<file path="config.mk">
export PLATFORM = sky130hd
export DESIGN_NAME = mod_m_updown_counter
export DESIGN_NICKNAME = d
export VERILOG_FILES = /design/src/rtl/mod_m_updown_counter.sv
export SDC_FILE = /design/constraint.sdc
export NUM_CORES = 1
export LEC_CHECK = 0
export CAP_MARGIN = 20
export CORE_AREA = 2 2 50 47
export CTS_CLUSTER_DIAMETER = 40
export DETAILED_ROUTE_END_ITERATION = 10
export DIE_AREA = 0 0 52 49
export HOLD_SLACK_MARGIN = 0.1
export PLACE_DENSITY = 0.75
export SYNTH_ARGS = -nofsm -noshare
export SYNTH_HDL_FRONTEND = slang
export SYNTH_SLANG_ARGS = --single-unit
</file>
<file path="constraint.sdc">
create_clock -name clk -period 2.7 [get_ports clk]
set_input_delay 0.405 -clock clk [delete_from_list [all_inputs] [get_ports clk]]
set_output_delay 0.405 -clock clk [all_outputs]
set_load 0.02 [all_outputs]
</file>
<file path="src/rtl/mod_m_updown_counter.sv">
// mod_m_updown_counter
// Programmable modulo-M up/down counter with clear, parallel load and a
// shadowed modulus. A new modulus waits in a pending register and only becomes
// the active terminal value on a wrap step or a clear, so the count is never
// cut short mid-period. The wrap pulse is registered, which keeps it glitch-free
// when it drives the enable of the next stage in a cascaded chain.
module mod_m_updown_counter #(
    parameter int M_MAX     = 16,
    parameter int M_DEFAULT = 10,
    parameter int W         = $clog2(M_MAX)
) (
    input  logic         clk,
    input  logic         reset,
    input  logic         en,
    input  logic         up,
    input  logic         clr,
    input  logic         load,
    input  logic [W-1:0] load_val,
    input  logic         mod_wr,
    input  logic [W-1:0] mod_val,
    output logic [W-1:0] q,
    output logic [W-1:0] term,
    output logic         max_tick,
    output logic         min_tick,
    output logic         wrap,
    output logic         mod_pend
);

    // Terminal value after reset, and the largest terminal value the modulus
    // range allows.
    localparam logic [W-1:0] TERM_DEFAULT = W'(M_DEFAULT - 1);
    localparam logic [W-1:0] TERM_LIMIT   = W'(M_MAX - 1);

    // State
    logic [W-1:0] q_q,        q_d;
    logic [W-1:0] term_q,     term_d;
    logic [W-1:0] pend_q,     pend_d;
    logic         mod_pend_q, mod_pend_d;
    logic         wrap_q,     wrap_d;

    // Decoded helpers
    logic [W-1:0] mod_val_sat;
    logic [W-1:0] load_sat;
    logic [W-1:0] next_term;
    logic         at_max;
    logic         at_min;
    logic         wrap_step;

    // When M_MAX fills the count width every encodable mod_val is legal, so
    // no clamp logic is needed; otherwise out-of-range values saturate.
    generate
        if ((1 << W) == M_MAX) begin : g_mod_full_range
            assign mod_val_sat = mod_val;
        end else begin : g_mod_clamped
            assign mod_val_sat = (mod_val > TERM_LIMIT) ? TERM_LIMIT : mod_val;
        end
    endgenerate

    assign at_max = (q_q == term_q);
    assign at_min = (q_q == '0);

    // A load never lands above the active terminal value.
    assign load_sat = (load_val > term_q) ? term_q : load_val;

    // The terminal value to adopt at a boundary. A write in the same cycle
    // overrides whatever was pending. Outside a pending write, pend_q always
    // mirrors term_q, so adopting it is harmless.
    assign next_term = mod_wr ? mod_val_sat : pend_q;

    // Counting direction decides which end of the range is the wrap point.
    assign wrap_step = en && (up ? at_max : at_min);

    // Next-state logic, priority clr > load > en.
    always_comb begin
        q_d        = q_q;
        term_d     = term_q;
        pend_d     = pend_q;
        mod_pend_d = mod_pend_q;
        wrap_d     = 1'b0;

        if (clr) begin
            // A clear is a period boundary: the modulus commits here too.
            q_d        = '0;
            term_d     = next_term;
            pend_d     = next_term;
            mod_pend_d = 1'b0;
        end else begin
            // A modulus write is shadowed unless a wrap step below commits it.
            if (mod_wr) begin
                pend_d     = mod_val_sat;
                mod_pend_d = 1'b1;
            end

            if (load) begin
                q_d = load_sat;
            end else if (en) begin
                if (wrap_step) begin
                    term_d     = next_term;
                    pend_d     = next_term;
                    mod_pend_d = 1'b0;
                    wrap_d     = 1'b1;
                    // A down wrap restarts from the top of the new range.
                    q_d        = up ? '0 : next_term;
                end else if (up) begin
                    q_d = q_q + W'(1);
                end else begin
                    q_d = q_q - W'(1);
                end
            end
        end
    end

    // State registers; reset takes effect immediately, dropping any pending write.
    always_ff @(posedge clk or posedge reset) begin
        if (reset) begin
            q_q        <= '0;
            term_q     <= TERM_DEFAULT;
            pend_q     <= TERM_DEFAULT;
            mod_pend_q <= 1'b0;
            wrap_q     <= 1'b0;
        end else begin
            q_q        <= q_d;
            term_q     <= term_d;
            pend_q     <= pend_d;
            mod_pend_q <= mod_pend_d;
            wrap_q     <= wrap_d;
        end
    end

    assign q        = q_q;
    assign term     = term_q;
    assign max_tick = at_max;
    assign min_tick = at_min;
    assign wrap     = wrap_q;
    assign mod_pend = mod_pend_q;

endmodule

</file>
**After elaboration in Yosys (flattened, before gate mapping)**

Index checks and enable logic that the tools add are counted.

- Flip-flop bits (word level): 14
- Output and inout port bits: 12
- Word-level logic and storage cells: 38

- $add $sub $neg: 2
- $lt $le $gt $ge: 1
- Equal/unequal tests: 2
- Multiplexer cells: 22
- Reductions and logical operators: 6

Operators with widths:

| cell | number |
|---|---|
| 4-bit two-way mux | 12 |
| 1-bit two-way mux | 10 |
| 4-bit by 1-bit adder with 4-bit output (second input constant) | 1 |
| 4-bit equality test | 1 |
| 4-bit > comparator | 1 |
| 4-bit zero test | 1 |
| 2-bit nonzero test | 2 |
| 4-bit by 1-bit subtractor with 4-bit output (second input constant) | 1 |
| 3-bit AND reduction | 1 |
| 3-bit nonzero test | 1 |
| 2-bit != test (second input constant) | 1 |
| 1-bit logical AND | 1 |

**Depth between registers and ports, before layout**

Gate-level depths: netlist of the first run.

- Depth in word-level cells: 7
- Gate-level depth with buffers: 7

**Worst setup path before layout of the first run**

Ideal clock, no wire load.

- Path kind: reg-to-reg
- Start: register term_q[3], in the netlist term[3]
- End: register q_q[2], in the netlist q[2]
- Setup time: 137 ps
- Arrival: 1791 ps
- Required time: 2563 ps
- Path slack: 772 ps
- Stages on the path, launching flop included: 7
- Buffers on the path: 0
- Cells stage by stage: dfstp_2 inv_1 ha_1 and4_1 a21oi_1 mux2i_1 a221oi_2

- Cells in the longest elaborated chain, start to end: 7

Ends and longest elaborated chain:

| element | RTL line | text |
|---|---|---|
| from (decl) | 36 | `logic [W-1:0] term_q, term_d;` |
| from (signal assigned) | 123 | `term_q <= term_d;` |
| 4-bit equality test | 59 | `assign at_max = (q_q == term_q);` |
| 1-bit two-way mux | 71 | `assign wrap_step = en && (up ? at_max : at_min);` |
| 1-bit logical AND | 71 |  |
| 4-bit two-way mux | 97 | `if (wrap_step) begin` |
| 4-bit two-way mux | 96 | `end else if (en) begin` |
| 4-bit two-way mux * | 94 | `if (load) begin` |
| 4-bit two-way mux * | 81 | `if (clr) begin` |
| to (signal assigned) | 122 | `q_q <= q_d;` |
| to (decl) | 35 | `logic [W-1:0] q_q, q_d;` |

Mark *: on every way between the ends. The rest lies on a longest branch, timed or not. The select of a mux whose other input is x is not followed.
A chain may end at the register's enable or synchronous reset.

**Worst setup path after layout of the first run**

- Start: register q_q[0], in the netlist q[0]
- End: output port max_tick

- Cells in the longest elaborated chain, start to end: 1

Ends and longest elaborated chain:

| element | RTL line | text |
|---|---|---|
| 4-bit equality test | 59 |  |
| to (decl) | 23 | `output logic max_tick,` |

No other way between the ends.

==> results of run 1 <==
[report_power, final]
group | switching (mW) | internal (mW)
registers | 0.0471 | 0.245
clock network | 0.0717 | 0.0822
logic | 0.161 | 0.177
[cells by family after synthesis]
kind of cell               Yosys count
AOI/OAI and AO/OA                   22
DFF                                 14
muxes                               13
buffers and inverters               11
and+or+nand+nor                      9
xor gates and xnor gates             7
adders and majority gates            7
[area by class of cell]
class | count | area (um2)
tap | 27 | 33.8
timing repair buffer | 26 | 260
inverter | 10 | 37.5
clock buffer | 4 | 36.3
sequential | 14 | 355
multi-input combinational | 58 | 557
fill | 172 | 782
[worst reg2reg max path: cells and delay by family (launching register included)]
| kind | cells | cell delay [ns] |
|---|---|---|
| and+or+nand+nor | 1 | 0.20 |
| AOI/OAI and AO/OA | 2 | 0.46 |
| muxes | 1 | 0.29 |
| DFF | 1 | 0.59 |
| buffers and inverters | 1 | 0.05 |
| adders and majority gates | 1 | 0.30 |
[metrics by stage]
step | total power, mW | hold WS [ns] | area (um2) | cells | utilization
after floorplan | 0.506 | 0.291 | 953 | 83 | -
after global placement | 0.626 | 0.462 | 1240 | 135 | 0.603
after detailed placement | 0.635 | 0.471 | 1240 | 135 | 0.603
after CTS | 0.789 | 0.482 | 1280 | 139 | 0.621
after global routing | 0.841 | 0.508 | 1280 | 139 | 0.621
final | 0.783 | 0.458 | 1280 | 139 | 0.621
[sequential cells by signal, indices dropped and copies added, names as in the netlist]
register	cells
pend_q	4
term	4
wrap	1
mod_pend	1
q	4
[per-layer routing]
layer	vias to the layer above	track usage	part of all wire
li1	365	-	-
met1	375	0.252	0.47
met2	20	0.278	0.46
met3	4	0.0276	0.040
met4	0	0.105	0.024
met5	-	0	0
[worst min path at each step]
stage | start | to | slack (ns) | cells past startpoint
finish | reset | wrap | 0.46 | 2
global route | reset | term[2] | 0.51 | 2
CTS | reset | wrap | 0.48 | 2
detailed placement | mod_pend | mod_pend | 0.47 | 1
global placement | mod_pend | mod_pend | 0.46 | 1
floorplan | reset | mod_pend | 0.29 | 1
[cell usage in the layout (no fill, tap or decap), types with 2 or more instances in the layout]
cell             instances
a21oi_1                  8
a221oi_1                 3
and4_1                   2
clkbuf_4                 3
clkdlybuf4s50_1         26
dfrtp_1                 10
dfstp_2                  4
ha_1                     6
inv_1                   10
mux2_1                   3
mux2_2                   4
mux2i_1                  5
o22a_1                   2
xnor2_1                  6
==> results.cfg, run 1 <==
[clock_network]
h-tree-depth = 1
cts_root_buffer = clkbuf_4
cts_inserted_buffers = 3
cts_hold_buffers = 0
cts.sinks = 14
ctsResizeCount = 0
cts_tree = yes
cts_buffer_depth = 2
clk_pin_slew_ns = 0.09
post_cts_buffers = 0
insertion_delay_ns = 0.29

[timing]
finalHoldViolations = 0
fin_ws_ns = 0.416
slew_headroom = 0.653
setup_viol = 0
worst_pin_slew_ns = 0.520
min_period_ns = 2.28
fin_crit_sh = 0.846
grt_setup_unrepaired = false
fin_worst_skew_ns = 0.00603
max_freq_mhz = 438
slew_viol_final = 0
setup_tns_ns = 0

[pwr]
power.density_mw_per_mm2 = 612
p_leak_nw = 0.537
ir_drop_uv = 371

[synthesis]
syn_inst = 83
synthTopCellsByArea = dfrtp_1 26%, dfstp_2 11%, ha_1 7.9%
synth_cell_types = 32
synth_edf_count = 0
synth_xor_area_frac = 0.0643
synth.area.mux_share = 0.151
synth-simple-area-share = 0.0892
synth_compound_area_frac = 0.180
synth_fa_ha_area_frac = 0.0997
syn_avg_cell_area_um2 = 11.5
synth_top_family_by_area = compound AO/OA/AOI/OAI gates
synthTopCellsByCount = 10 x dfrtp_1, 10 x inv_1, 8 x a21oi_1, 6 x ha_1, 6 x xnor2_1
synth_top_cell_area_share = 0.262
ys.warnings.count = 0
synth-async-reset-ratio = 1.00
syn_nets = 105
yosysSeqAreaShare = 0.373
syn_area_um2 = 953
synth_top_flop_cell = dfrtp_1
yosysTopAreaCell = dfrtp_1
ys_ff_latch = 14

[setup_path]
rr_endpoint = q[2]
r2r_cells = 6
cpMaxStageDelayCell = clkdlybuf4s50_1
cp.arrival_ns = 1.88
critPathKind = flop to output pin
cp_num_buf_inv = 1
critPathMaxFanout = 7
crit_chain = xnor2_1, and4_1, clkdlybuf4s50_1
worstSetupEndpointType = output pin
cp-start-kind = flop
reg2reg_slack_ns = 0.69
cp_slowest_stage_delay_ns = 0.60
cp_top_family = buffers and inverters
crit_required_ns = 2.30
endpoint = max_tick
r2r_start = term[3]
cp-startpoint = q[0]
worstSetupPathDepth = 3

[job]
max_cap_viol_count = 0

[global_route]
overflow = 0
grt_pass1_wl_um = 3440
grt_max_degree = 15
antenna_found_initial = 0
gr-usage-all-layers = 0.186
first_global_vias = 751

[floorplanning]
start_util = 0.462
die_height_um = 49
dieArea_mm2 = 0.00255
die_w_um = 52
ios = 27
rows = 16
coreArea_mm2 = 0.00206

[outcome]
outcome = completed

[detailed_routing]
ant_nets = 0
wl_per_cell_um = 14.9
drtPass1Iterations = 4
wl_um = 2080
vias = 764
drt-initial-drc-count = 11
avgViaCountPerCell = 5.50
drc = 0

[placement]
post-place-ws_ns = 0.253
io_buffers = 26
hpwl_um = 1640
routabilityCongestion = 0.900

[hold_path]
hold_class = input port to asynchronous set/reset pin

[final_layout]
insertedDiodeCount = 0
synthToLayoutAreaGrowth_pct = 34.3
drive_above_1_share = 0.196
nets = 135
Power figures use the tool's default switching activity.
==> run 2, diff against run 1 <==
CORE_AREA = 2 2 54 51   (was 2 2 50 47)
DIE_AREA = 0 0 56 53   (was 0 0 52 49)
PLACE_DENSITY = 0.67   (was 0.75)
clock period = 1.9 ns   (was 2.7 ns; I/O delays follow)
==> results.cfg, run 2 (same netlist as run 1, synthesis figures left out) <==
[pwr]
total_power_mw = 1.22
ir_drop_uv = 569
pwr-share-comb = 0.493
switchingPower_mw = 0.433
p_sw_frac = 0.353
power.density_mw_per_mm2 = 847
p_clk_frac = 0.180
p_leak_nw = 0.652
p_seq_frac = 0.327
intPower_mw = 0.792

[detailed_routing]
wl_per_cell_um = 14.9
ant_nets = 0
wl_um = 2340
avgViaCountPerCell = 5.18
drc = 0
drt-initial-drc-count = 19
drtPass1Iterations = 4
vias = 814

[timing]
setup_viol = 0
worst_pin_slew_ns = 0.531
slew_headroom = 0.645
fin_ws_ns = 0.0492
fin_crit_sh = 0.974
slew_viol_final = 0
max_freq_mhz = 540
finalHoldViolations = 0
min_period_ns = 1.85
fin_worst_skew_ns = 0.00223

[floorplanning]
rows = 17
die_height_um = 53
dieArea_mm2 = 0.00297
start_util = 0.400
coreArea_mm2 = 0.00238
ios = 27
die_w_um = 56

[global_route]
gr-usage-all-layers = 0.174
grt_pass1_wl_um = 3930
grt_max_degree = 15
first_global_vias = 833
antenna_found_initial = 0
overflow = 0

[placement]
post-place-ws_ns = -0.234
routabilityCongestion = 0.869
hpwl_um = 1880
io_buffers = 26

[clock_network]
cts.sinks = 14
clk_pin_slew_ns = 0.09
cts_tree = yes
h-tree-depth = 1
cts_root_buffer = clkbuf_4
cts_buffer_depth = 2
insertion_delay_ns = 0.28
cts_hold_buffers = 0
cts_inserted_buffers = 3

[setup_path]
cp.arrival_ns = 1.57
worstSetupEndpointType = output pin
critPathKind = flop to output pin
cp-start-kind = flop
crit_required_ns = 1.62
reg2reg_slack_ns = 0.10
critPathMaxFanout = 3

[final_layout]
fillCellCount = 193
multi_input_area_um2 = 592
seq_area_um2 = 358
final_cell_mix = 22 x clkdlybuf4s50_1, 17 x buf_4, 10 x inv_1
insertedDiodeCount = 0
final_common_cell = clkdlybuf4s50_1
nets = 152
drive_above_1_share = 0.364
synthToLayoutAreaGrowth_pct = 51.6

[outcome]
outcome = completed

[job]
max_cap_viol_count = 0

[hold_path]
hold_class = input port to asynchronous set/reset pin
[run 2: what timing repair did]
| action | 4_1_cts | 5_1_grt |
|---|---|---|
| gates resized for setup | 2 | 9 |
| hold endpoints to repair | 0 | 0 |
| pin swaps | 0 | 1 |
| setup buffers | 0 | 2 |
| endpoints found under the setup margin | 2 | 5 |
[run 2: area by class of cell]
cell class / instances / area share
tap: 28 / 0.0242
multi-input combinational: 58 / 0.410
inverter: 10 / 0.0260
clock buffer: 4 / 0.0251
timing repair buffer: 43 / 0.268
sequential: 14 / 0.248
[run 2: power by group through the flow]
stage / sequential (mW) / combinational, mW / clock [mW]
2_1_floorplan: 0.447 / 0.277 / 0
3_3_place_gp: 0.404 / 0.565 / 0
3_5_place_dp: 0.405 / 0.576 / 0
4_1_cts: 0.399 / 0.571 / 0.225
5_1_grt: 0.406 / 0.653 / 0.243
6_report: 0.400 / 0.604 / 0.221
[run 2: critical path: stages (launching register included)]
cell             delay, ns
dfstp_2               0.57
buf_4                 0.12
clkdlybuf4s50_1       0.60
[run 2: path summary, 6_finish.rpt]
check / end / from / cells past startpoint
max in group asynchronous: q[1] / reset / 2
worst min-delay path: mod_pend / reset / 2
worst min register to register: mod_pend / mod_pend / 1
min in group clk: mod_pend / mod_pend / 1
worst max register to register: q[2] / q[0] / 6
worst max-delay path: term[3] / term[3] / 2
[run 2: metal layers]
layer  GRT usage  up-vias  part of all wire
met5           0        -                 0
met1       0.231      384              0.49
met3      0.0538        0             0.058
met4      0.0119        0                 0
li1            -      404                 -
met2       0.292       26              0.45
[run 2: metrics by stage]
step / util / setup TNS [ns] / cells / hold slack, ns / cell area [um2]
2_1_floorplan: - / 0 / 83 / 0.171 / 958
3_3_place_gp: 0.572 / -0.778 / 151 / 0.461 / 1360
3_5_place_dp: 0.572 / -0.971 / 151 / 0.470 / 1360
4_1_cts: 0.586 / 0 / 155 / 0.359 / 1400
5_1_grt: 0.607 / -0.00200 / 157 / 0.393 / 1450
6_report: 0.607 / 0 / 157 / 0.335 / 1450
